### src/rtl/usb_tx_pkg.sv
// Shared types and constants for the USB TX packet scheduler.
// Packets are SYNC, channel, length (big-endian), payload, 8-bit checksum.
package usb_tx_pkg;

    typedef enum logic [2:0] {
        IDLE = 3'd0,
        HDR  = 3'd1,
        PAY  = 3'd2,
        CSUM = 3'd3,
        DONE = 3'd4
    } state_t;

    localparam int unsigned HDR_BYTES         = 4;
    localparam int unsigned CSUM_BYTES        = 1;
    localparam int unsigned LEN_W             = 16;
    localparam int unsigned BYTE_W            = 8;
    localparam logic [7:0]  DEFAULT_SYNC_BYTE = 8'hA5;

    typedef struct packed {
        logic [BYTE_W-1:0] sync;
        logic [BYTE_W-1:0] chan;
        logic [LEN_W-1:0]  len;
    } pkt_hdr_t;

    // Header bytes leave in wire order: sync, channel, len high, len low.
    function automatic logic [BYTE_W-1:0] hdr_byte(input pkt_hdr_t hdr, input logic [1:0] idx);
        case (idx)
            2'd0:    return hdr.sync;
            2'd1:    return hdr.chan;
            2'd2:    return hdr.len[15:8];
            default: return hdr.len[7:0];
        endcase
    endfunction

endpackage

### src/rtl/rr_arbiter.sv
// Combinational round-robin arbiter: first requester at or after ptr_i wins,
// searching upward with wrap-around.
module rr_arbiter #(
    parameter int unsigned NUM_REQ = 2,
    parameter int unsigned IDX_W   = 1
) (
    input  logic [NUM_REQ-1:0] req_i,
    input  logic [IDX_W-1:0]   ptr_i,
    output logic [NUM_REQ-1:0] grant_o,
    output logic [IDX_W-1:0]   idx_o
);

    logic [NUM_REQ-1:0] w_rot;
    logic               w_found;

    // Rotate so bit 0 is the requester at ptr_i.
    assign w_rot = NUM_REQ'({req_i, req_i} >> ptr_i);

    always_comb begin
        w_found = 1'b0;
        idx_o   = '0;
        for (int unsigned off = 0; off < NUM_REQ; off++) begin
            if (!w_found && w_rot[off]) begin
                w_found = 1'b1;
                idx_o   = IDX_W'((32'(ptr_i) + off) % NUM_REQ);
            end
        end
        grant_o = w_found ? (NUM_REQ'(1) << idx_o) : '0;
    end

endmodule

### src/rtl/usb_tx_scheduler.sv
// Round-robin packet scheduler feeding the byte-wide USB TX FIFO write port.
// Frames each grant as header, payload, checksum and throttles on FIFO space.
module usb_tx_scheduler
    import usb_tx_pkg::*;
#(
    parameter int unsigned NUM_REQ        = 2,
    parameter int unsigned TX_FIFO_DEPTH  = 512,
    parameter int unsigned TX_FIFO_WIDTHU = 9,
    parameter logic [7:0]  SYNC_BYTE      = DEFAULT_SYNC_BYTE
) (
    input  logic                      clk_i,
    input  logic                      nrst,
    input  logic                      enable_i,
    input  logic [NUM_REQ-1:0]        req_i,
    input  logic [NUM_REQ*LEN_W-1:0]  len_i,
    output logic [NUM_REQ-1:0]        grant_o,
    input  logic [NUM_REQ-1:0]        tvalid_i,
    input  logic [NUM_REQ*BYTE_W-1:0] tdata_i,
    output logic [NUM_REQ-1:0]        tready_o,
    output logic                      fifo_wrreq_o,
    output logic [BYTE_W-1:0]         fifo_wrdata_o,
    input  logic [TX_FIFO_WIDTHU-1:0] fifo_wrusedw_i,
    input  logic                      fifo_wrfull_i,
    output logic                      busy_o,
    output logic                      pkt_done_o
);

    localparam int unsigned IDX_W  = (NUM_REQ > 1) ? $clog2(NUM_REQ) : 1;
    localparam int unsigned HIDX_W = $clog2(HDR_BYTES);

    state_t              r_state;
    logic [NUM_REQ-1:0]  r_grant;
    logic [IDX_W-1:0]    r_gidx;
    logic [IDX_W-1:0]    r_rr_ptr;
    logic [LEN_W-1:0]    r_remaining;
    logic [BYTE_W-1:0]   r_csum;
    logic [HIDX_W-1:0]   r_hdr_idx;
    logic                r_wrreq;
    logic [BYTE_W-1:0]   r_wrdata;
    logic                r_busy;
    logic                r_pkt_done;

    logic [31:0]         w_free;
    logic                w_space_ok;
    logic [NUM_REQ-1:0]  w_arb_grant;
    logic [IDX_W-1:0]    w_arb_idx;
    logic [LEN_W-1:0]    w_req_len;
    logic [BYTE_W-1:0]   w_tdata;
    logic                w_tvalid;
    logic                w_hs;
    pkt_hdr_t            w_hdr;
    logic [IDX_W-1:0]    w_next_ptr;

    // Margin of two absorbs the one-cycle latency of the registered write.
    assign w_free     = fifo_wrfull_i ? 32'd0 : (32'(TX_FIFO_DEPTH) - 32'(fifo_wrusedw_i));
    assign w_space_ok = (w_free >= 32'd2);

    rr_arbiter #(
        .NUM_REQ (NUM_REQ),
        .IDX_W   (IDX_W)
    ) u_arb (
        .req_i   (req_i),
        .ptr_i   (r_rr_ptr),
        .grant_o (w_arb_grant),
        .idx_o   (w_arb_idx)
    );

    always_comb begin
        w_req_len = '0;
        w_tdata   = '0;
        for (int unsigned i = 0; i < NUM_REQ; i++) begin
            if (w_arb_grant[i]) w_req_len = len_i[LEN_W*i +: LEN_W];
            if (r_grant[i])     w_tdata   = tdata_i[BYTE_W*i +: BYTE_W];
        end
    end

    assign w_tvalid   = |(tvalid_i & r_grant);
    assign w_hs       = (r_state == PAY) && w_space_ok && w_tvalid;
    assign w_hdr      = '{sync: SYNC_BYTE, chan: BYTE_W'(r_gidx), len: r_remaining};
    assign w_next_ptr = (r_gidx == IDX_W'(NUM_REQ - 1)) ? '0 : (r_gidx + IDX_W'(1));

    always_ff @(posedge clk_i or negedge nrst) begin
        if (!nrst) begin
            r_state     <= IDLE;
            r_grant     <= '0;
            r_gidx      <= '0;
            r_rr_ptr    <= '0;
            r_remaining <= '0;
            r_csum      <= '0;
            r_hdr_idx   <= '0;
            r_wrreq     <= 1'b0;
            r_wrdata    <= '0;
            r_busy      <= 1'b0;
            r_pkt_done  <= 1'b0;
        end else begin
            r_wrreq    <= 1'b0;
            r_pkt_done <= 1'b0;
            case (r_state)
                IDLE: begin
                    if (enable_i && |req_i) begin
                        r_grant     <= w_arb_grant;
                        r_gidx      <= w_arb_idx;
                        r_remaining <= w_req_len;
                        r_csum      <= '0;
                        r_hdr_idx   <= '0;
                        r_busy      <= 1'b1;
                        r_state     <= HDR;
                    end
                end
                HDR: begin
                    if (w_space_ok) begin
                        r_wrreq   <= 1'b1;
                        r_wrdata  <= hdr_byte(w_hdr, 2'(r_hdr_idx));
                        r_hdr_idx <= r_hdr_idx + HIDX_W'(1);
                        if (r_hdr_idx == HIDX_W'(HDR_BYTES - 1)) begin
                            r_state <= (r_remaining != '0) ? PAY : CSUM;
                        end
                    end
                end
                PAY: begin
                    if (w_hs) begin
                        r_wrreq     <= 1'b1;
                        r_wrdata    <= w_tdata;
                        r_csum      <= r_csum + w_tdata;
                        r_remaining <= r_remaining - LEN_W'(1);
                        if (r_remaining == LEN_W'(1)) r_state <= CSUM;
                    end
                end
                CSUM: begin
                    if (w_space_ok) begin
                        r_wrreq    <= 1'b1;
                        r_wrdata   <= r_csum;
                        r_pkt_done <= 1'b1;
                        r_state    <= DONE;
                    end
                end
                DONE: begin
                    r_grant  <= '0;
                    r_rr_ptr <= w_next_ptr;
                    r_busy   <= 1'b0;
                    r_state  <= IDLE;
                end
                default: begin
                    r_grant <= '0;
                    r_busy  <= 1'b0;
                    r_state <= IDLE;
                end
            endcase
        end
    end

    assign grant_o       = r_grant;
    assign tready_o      = ((r_state == PAY) && w_space_ok) ? r_grant : '0;
    assign fifo_wrreq_o  = r_wrreq;
    assign fifo_wrdata_o = r_wrdata;
    assign busy_o        = r_busy;
    assign pkt_done_o    = r_pkt_done;

endmodule

### config.mk
export PLATFORM = sky130hd
export DESIGN_NAME = usb_tx_scheduler
export DESIGN_NICKNAME = d
export VERILOG_FILES = /design/src/rtl/usb_tx_pkg.sv /design/src/rtl/rr_arbiter.sv /design/src/rtl/usb_tx_scheduler.sv
export SDC_FILE = /design/constraint.sdc
export NUM_CORES = 1
export LEC_CHECK = 0
export ABC_AREA = 1
export CAP_MARGIN = 20
export CORE_MARGIN = 2
export CORE_UTILIZATION = 40
export CTS_CLUSTER_DIAMETER = 200
export DETAILED_ROUTE_END_ITERATION = 7
export PLACE_DENSITY = 0.69
export SLEW_MARGIN = 30
export SYNTH_ARGS = -nofsm -noshare
export SYNTH_HDL_FRONTEND = slang
export SYNTH_SLANG_ARGS = --single-unit
### constraint.sdc
create_clock -name clk_i -period 2.2 [get_ports clk_i]
set_clock_uncertainty 0.05 [all_clocks]
set_input_delay 0.33 -clock clk_i [delete_from_list [all_inputs] [get_ports clk_i]]
set_output_delay 0.33 -clock clk_i [all_outputs]
set_load 0.05 [all_outputs]
==> metrics.cfg <==
[global_routing]
grt_pass1_wl_mm = 17.1
grt_use_total_pct = 21.6
gr-total-overflow = 0
grt_antenna_before_repair = 0
grt_pass1_vias = 3771
grt_max_degree = 28

[setup_path]
path_common_cell = nand2_1
worstPathCellList = inv_2, nor2_4, buf_4, a22o_1, ha_1, nand2_1, nor3_1, nand2_1, nand3_1, or2_2, nand3_1, nand2_1
crit_path_end_kind = flip-flop
worstReg2RegEnd = r_csum[6]
setup.worst_path.start_class = flip-flop
cp.depth = 12
reg2reg_depth = 12
critPathSlowestCell = dfrtp_2
r2r-start = grant_o[0]
ff2ff_setup_slack_ns = 0.07
worstPathArrival_ns = 2.27
crit_type = reg -> reg
cp_max_fo = 6
crit_family = simple AND/OR/NAND/NOR gates
slowest_delay_ns = 0.43
required_ns = 2.35
cp_num_buf_inv = 2

[synth]
synth_top_area_share_pct = 31.5
syn_area_per_cell_um2 = 6.43
synthCells = 544
ys_ff_latch = 44
yosysUniqueCellTypes = 39
yosys-top-cells-area = dfrtp_1, nand2_1, nand3_1
synth_top_cell_by_area = dfrtp_1
syn_area_um2 = 3500
synthesis.nets = 624
yosysWarnings = 0
synth-edff-count = 0
async_reset_ff_share_pct = 100
synth-main-ff-cell = dfrtp_1
seq_area_frac_synth_pct = 31.5

[route]
wl_per_cell_um = 13.2
route.detailed.drc = 0
wl_mm = 10.0
drtIter0Drc = 172
via_per_inst = 5.06
first_pass_iters = 5
postRouteAntennaNets = 0
num_vias = 3845

[cells_and_area]
n_antenna_cell = 0
fillers = 839
final_cells = 760
nNetsFinal = 731
area_growth_pct = 37.4
fin_area_um2 = 4810
final_util_pct = 55.9
layout-drive-gt1-share_pct = 12.3

[pwr]
power_frac_seq_pct = 26.4
p_total_mw = 5.56
pwr_density_cell_nw_per_um2 = 1160
p_leak_nw = 2.50
p_sw_mw = 2.76
power_frac_clock_pct = 11.3
p_sw_share_pct = 49.7
p_int_mw = 2.80
peakVddDrop_mv = 0.442
combPwrFrac_pct = 62.2

[clock_tree]
clk_pin_slew_worst_paths_ns = 0.09
htree_levels = 2
clock-sinks = 44
clkLatencyLatePin_ns = 0.30
ctsLongestPathBuffers = 2
cts_tree = yes
cts_buffers = 5
root_buffer = clkbuf_8

[hold_path]
min_from = busy_o
min_path_type = reg -> reg
hold-path-cell-count = 2
min_to = busy_o

[place]
dpl.cell_count = 745
placed_area_um2 = 4610
portBuffers = 79
pre_cts_slack_ns = -0.141
hpwl_mm = 7.72
place.gp.congestion = 0.919

[floorplan]
fp.dieW_um = 97.5
io_pins = 80
start_util_pct = 40.7
rows = 34
chipHeight_um = 97.5
die_area_um2 = 9510
core_area_um2 = 8590

[timing]
finalSetupViolations = 0
period_needed_ns = 2.13
finalHoldViolCount = 0
rsz0062_at_grt = false
worst_slack_ns = 0.0744
relSlewSlack_pct = 62.2
worstMarginPinSlew_ns = 0.565
maxSlewViolCount = 0
setup_tns_ns = 0
timing.hold.ws_ns = 0.434
fin_crit_sh_pct = 96.6
fmax_mhz = 470

[outcome]
status = finished clean

[flow_run]
maxCapViolCount = 0

[logic make-up after synthesis]
logic type	after synthesis	share of synthesized area (%)
and+or+nand+nor	342	40.8
buffers and inverters	76	9.16
AOI/OAI and AO/OA	61	11.4
DFF	44	31.5
adders and majority gates	15	5.58
xor gates and xnor gates	6	1.50
[worst max path at each step]
stage,startpoint,end
detailed placement,fifo_wrusedw_i[0],r_remaining[6]
global placement,fifo_wrusedw_i[0],r_csum[5]
floorplan,grant_o[1],r_csum[4]
CTS,grant_o[1],r_csum[6]
global route,grant_o[0],r_csum[6]
finish,grant_o[0],r_csum[6]
[state kept, by name, summed over array words and instances, names as in the netlist]
name           cells
busy_o             1
fifo_wrreq_o       1
r_hdr_idx          2
r_rr_ptr           1
r_remaining       16
fifo_wrdata_o      8
r_gidx             1
r_state            3
r_csum             8
grant_o            2
pkt_done_o         1
[worst reg2reg max path: stages, from the launching register on]
cell and delay [ns]:
dfrtp_2 0.43, inv_2 0.08, nor2_4 0.06, buf_4 0.14, a22o_1 0.22, ha_1 0.34, nand2_1 0.09, nor3_1 0.04
nand2_1 0.07, nand3_1 0.10, or2_2 0.29, nand3_1 0.08, nand2_1 0.06
[metal layers]
layer | global-route usage [%] | up-vias | part of all wire, %
met5 | 0 | - | 0
met4 | 6.41 | 0 | 2.4
met3 | 3.31 | 22 | 6.8
met2 | 38.1 | 149 | 48
met1 | 27.3 | 1723 | 43
li1 | - | 1951 | -
[power groups by stage]
stage / clock, mW / sequential, mW / combinational [mW]
6_report: 0.630 / 1.47 / 3.46
5_1_grt: 0.681 / 1.52 / 3.86
4_1_cts: 0.646 / 1.46 / 3.41
3_5_place_dp: 0 / 1.48 / 3.38
3_3_place_gp: 0 / 1.48 / 3.32
2_1_floorplan: 0 / 1.72 / 2.02
[layout by cell type, fill, tap and decap left out, drive strengths merged]
master	instances
clkinv	3
o221ai	3
dfrtp	44
a22o	8
a21o	1
or2	4
o21a	1
nand2	229
nor2	45
clkdlybuf4s50	73
dlygate4sd3	1
ha	14
a21oi	10
clkbuf	6
xnor2	2
dlygate4sd2	2
nand4	5
a31oi	3
bufinv	1
buf	39
o21bai	2
fa	1
nand3b	2
nand3	55
o21ai	26
o22ai	2
nor3	2
o211ai	5
xor2	4
inv	59
[Yosys cell counts (2+ instances only)]
library cell and number:
a22o_1 8, nor2_1 41, nand2_4 2, nand3b_1 2, o211ai_1 5, buf_2 7, inv_1 52, o221ai_1 3
dfrtp_1 44, clkbuf_1 3, a21oi_1 9, o21ai_0 24, inv_2 7, or2_2 4, a31oi_1 3, ha_1 14
xor2_1 4, buf_6 2, nor2_2 3, clkinv_1 2, nand2_1 226, nand4_1 5, buf_4 3, xnor2_1 2
nand3_1 55
[repair_timing]
action | CTS | global route
endpoints found under the setup margin | 2 | 5
pin swaps | 3 | 3
gates resized for setup | 6 | 5
endpoints found under the hold margin | 17 | 0
setup buffers | 5 | 1
hold buffers | 1 | 0
[final cells by class]
class | count | area (um^2) | share of cell area [%]
multi-input cells | 424 | 2120 | 44.1
flip-flops and latches | 44 | 1100 | 23.0
well taps | 108 | 135 | 2.81
inverters | 61 | 229 | 4.76
clock inverters | 2 | 35.0 | 0.729
repair buffers | 115 | 1110 | 23.1
clock buffers | 6 | 72.6 | 1.51
Power figures use the tool's default switching activity.
==> RTL edit (same flow settings) <==
`NUM_REQ` is set to 2 in 2 places; all go to 8.
--- a/src/rtl/rr_arbiter.sv
+++ b/src/rtl/rr_arbiter.sv
@@ -2,5 +2,5 @@
 // searching upward with wrap-around.
 module rr_arbiter #(
-    parameter int unsigned NUM_REQ = 2,
+    parameter int unsigned NUM_REQ = 8,
     parameter int unsigned IDX_W   = 1
 ) (
--- a/src/rtl/usb_tx_scheduler.sv
+++ b/src/rtl/usb_tx_scheduler.sv
@@ -4,5 +4,5 @@
     import usb_tx_pkg::*;
 #(
-    parameter int unsigned NUM_REQ        = 2,
+    parameter int unsigned NUM_REQ        = 8,
     parameter int unsigned TX_FIFO_DEPTH  = 512,
     parameter int unsigned TX_FIFO_WIDTHU = 9,
Ports: changed (6 resized); port bits go from 80 to 248. No check against the original RTL was run, so the function may have changed too.
==> RTL edit against the unedited design <==
- the run now ends with setup timing left
- setup slack worse by 1.2 ns
- routed wire length grew to 3.0 times the old value
- power grew to 4.2 times the old value
- sequential power is 34% higher
- global-route usage is 11 points higher
- synthesized area is 63% higher
- via count is 130% higher
- combinational power grew to 6.0 times the old value
- hold slack better by 0.051 ns
- final cell count is 100% higher
- final area is 150% higher
- sequential cell count is 10 higher
==> RTL edit: results (changes against the unedited design) <==
critical_path:
  timing.critical_path.fanout_max: 8  # +2
  reg2regPathDepth: 24  # +12
  worst_r2r_startpoint: "r_rr_ptr[0]"
  timing.rr.end: "r_remaining[11]"
  worst-endpoint-arrival_ns: 3.52  # +1.25 ns
  worst_path_max_delay_cell: "dfrtp_2"
  critical-path-max-stage-delay_ns: 0.47  # +0.04 ns
timing:
  setup_violations: 48  # +48
  worst-slew-pin-transition_ns: 0.581  # +0.0161 ns
  timing.hold.ws_ns: 0.485  # +0.0509 ns
  post-route-worst-setup-slack_ns: -1.14  # -1.22 ns
  summed_negative_setup_slack_over_all_endpoints_ns: -37.35  # -37.35 ns
finish:
  final_nets: 1576  # +120%
  drive_above_1_share_pct: 36.8  # +25 points
  max_flop_register: "r_remaining"
clock_tree:
  ctsHtreeMaxLevel: 2  # unchanged
  clk_pin_slew_ns: 0.07  # -0.02 ns
  clock-root-buffer: "clkbuf_16"
  cts_inserted_buffers: 5  # unchanged
route:
  via_count: 8747  # +130%
  drt-pass1-iter-count: 6  # +1
  drt_first_iter_violations: 981  # +470%
  avgRoutedWirePerCell_um: 19.9  # +51%
synthesis:
  async_flop_share_pct: 100  # unchanged
  netlist_top_cells_area: "dfrtp_1 (24%), nand2_1 (12%), nor2_1 (8.4%)"
  ys_seq_area_share_pct: 23.8  # -7.7 points
  primary_ff_master_synth: "dfrtp_1"
  ys_types: 48  # +23%
  top_cell_types_by_occurrence_after_synthesis: "nand2_1 (177), nor2_1 (128), inv_1 (97)"
  synth_nets: 1140  # +83%
global_route:
  grt_antenna_before_repair: 1  # +1
  grt_max_degree: 38  # +36%
  first_global_vias: 8026  # +110%
  grt_pass1_wl_um: 39400  # +130%
  grtUsageTotal_pct: 33.1  # +11 points
status:
  failed_checks: "setup timing"
  status: "complete, but fails checks"
power:
  peakVddDrop_v: 0.00165  # +270%
  leakagePower_nw: 5.24  # +110%
placement:
  gp_congestion: 0.975  # +6.1%
  post-dp-hpwl_um: 18300  # +140%
  port_buffers: 247  # +210%
hold_path:
  hold-path-endpoint: "fifo_wrdata_o[0]"
  number_of_instances_on_the_worst_hold_path: 2  # unchanged
  min_from: "fifo_wrdata_o[0]"
## RTL edit: logic make-up (layout without fill, tap and decap cells)
logic type	Yosys count	count (layout)	share of synthesized area, %
buffers and inverters	143	580	11.1
AOI/OAI and AO/OA	172	172	17.2
and+or+nand+nor	493	493	40.6
other	0	2	0
DFF	54	54	23.8
muxes	6	6	1.08
adders and majority gates	19	19	4.31
xor gates and xnor gates	13	13	2.00
## RTL edit: what timing repair did
action,4_1_cts,5_1_grt
buffers inserted,47,28
hold buffers,1,0
resized for setup,205,151
gates cloned,6,8
endpoints found under the hold margin,21,0
pin swaps,103,96
setup endpoints to repair,56,57
## RTL edit: per-layer routing
metal	up-vias	part of all wire, %	global-route usage (%)
li1	3937	-	-
met1	4028	36	38.9
met2	618	49	59.1
met3	164	9.4	6.46
met4	0	6.1	12.9
met5	-	0	0
## RTL edit: per-stage QoR
stage | instances | util [%] | area [µm²] | power, mW | setup slack, ns
floorplan | 900 | - | 5860 | 10.1 | -0.889
global placement | 1428 | 68.5 | 9510 | 15.4 | -1.19
detailed placement | 1428 | 68.5 | 9510 | 15.5 | -1.26
CTS | 1487 | 79.1 | 11000 | 20.2 | -0.855
global route | 1518 | 85.6 | 11900 | 24.8 | -1.36
finish | 1519 | 85.6 | 11900 | 23.5 | -1.14
## RTL edit: area by class of cell
type,count,area (µm²)
well taps,180,225
multi-input cells,703,4930
inverters,103,423
clock buffers,6,129
clock inverters,2,15.0
flip-flops and latches,54,1360
repair buffers,469,4800
fillers,793,1990
diodes,2,5.00
## RTL edit: worst max path at each step
| stage | end | slack [ns] | cells past startpoint |
|---|---|---|---|
| global route | r_csum[7] | -1.36 | 20 |
| CTS | r_csum[6] | -0.85 | 17 |
| floorplan | r_csum[7] | -0.89 | 21 |
| finish | r_remaining[11] | -1.14 | 24 |
| global placement | r_csum[7] | -1.19 | 20 |
| detailed placement | r_csum[7] | -1.26 | 20 |
## RTL edit: power breakdown
group,switching (mW),leakage [nW],internal [mW]
sequential,0.502,0.673,1.46
combinational,11.2,4.50,9.58
clock,0.387,0.0631,0.424
total,12.0,5.24,11.5
## RTL edit: worst max-delay path, delay by kind of cell, from the launching register on
family	cells	cell delay, ns
compound gates	1	0.14
buf+inv	5	0.75
flops	1	0.47
simple gates	18	1.87
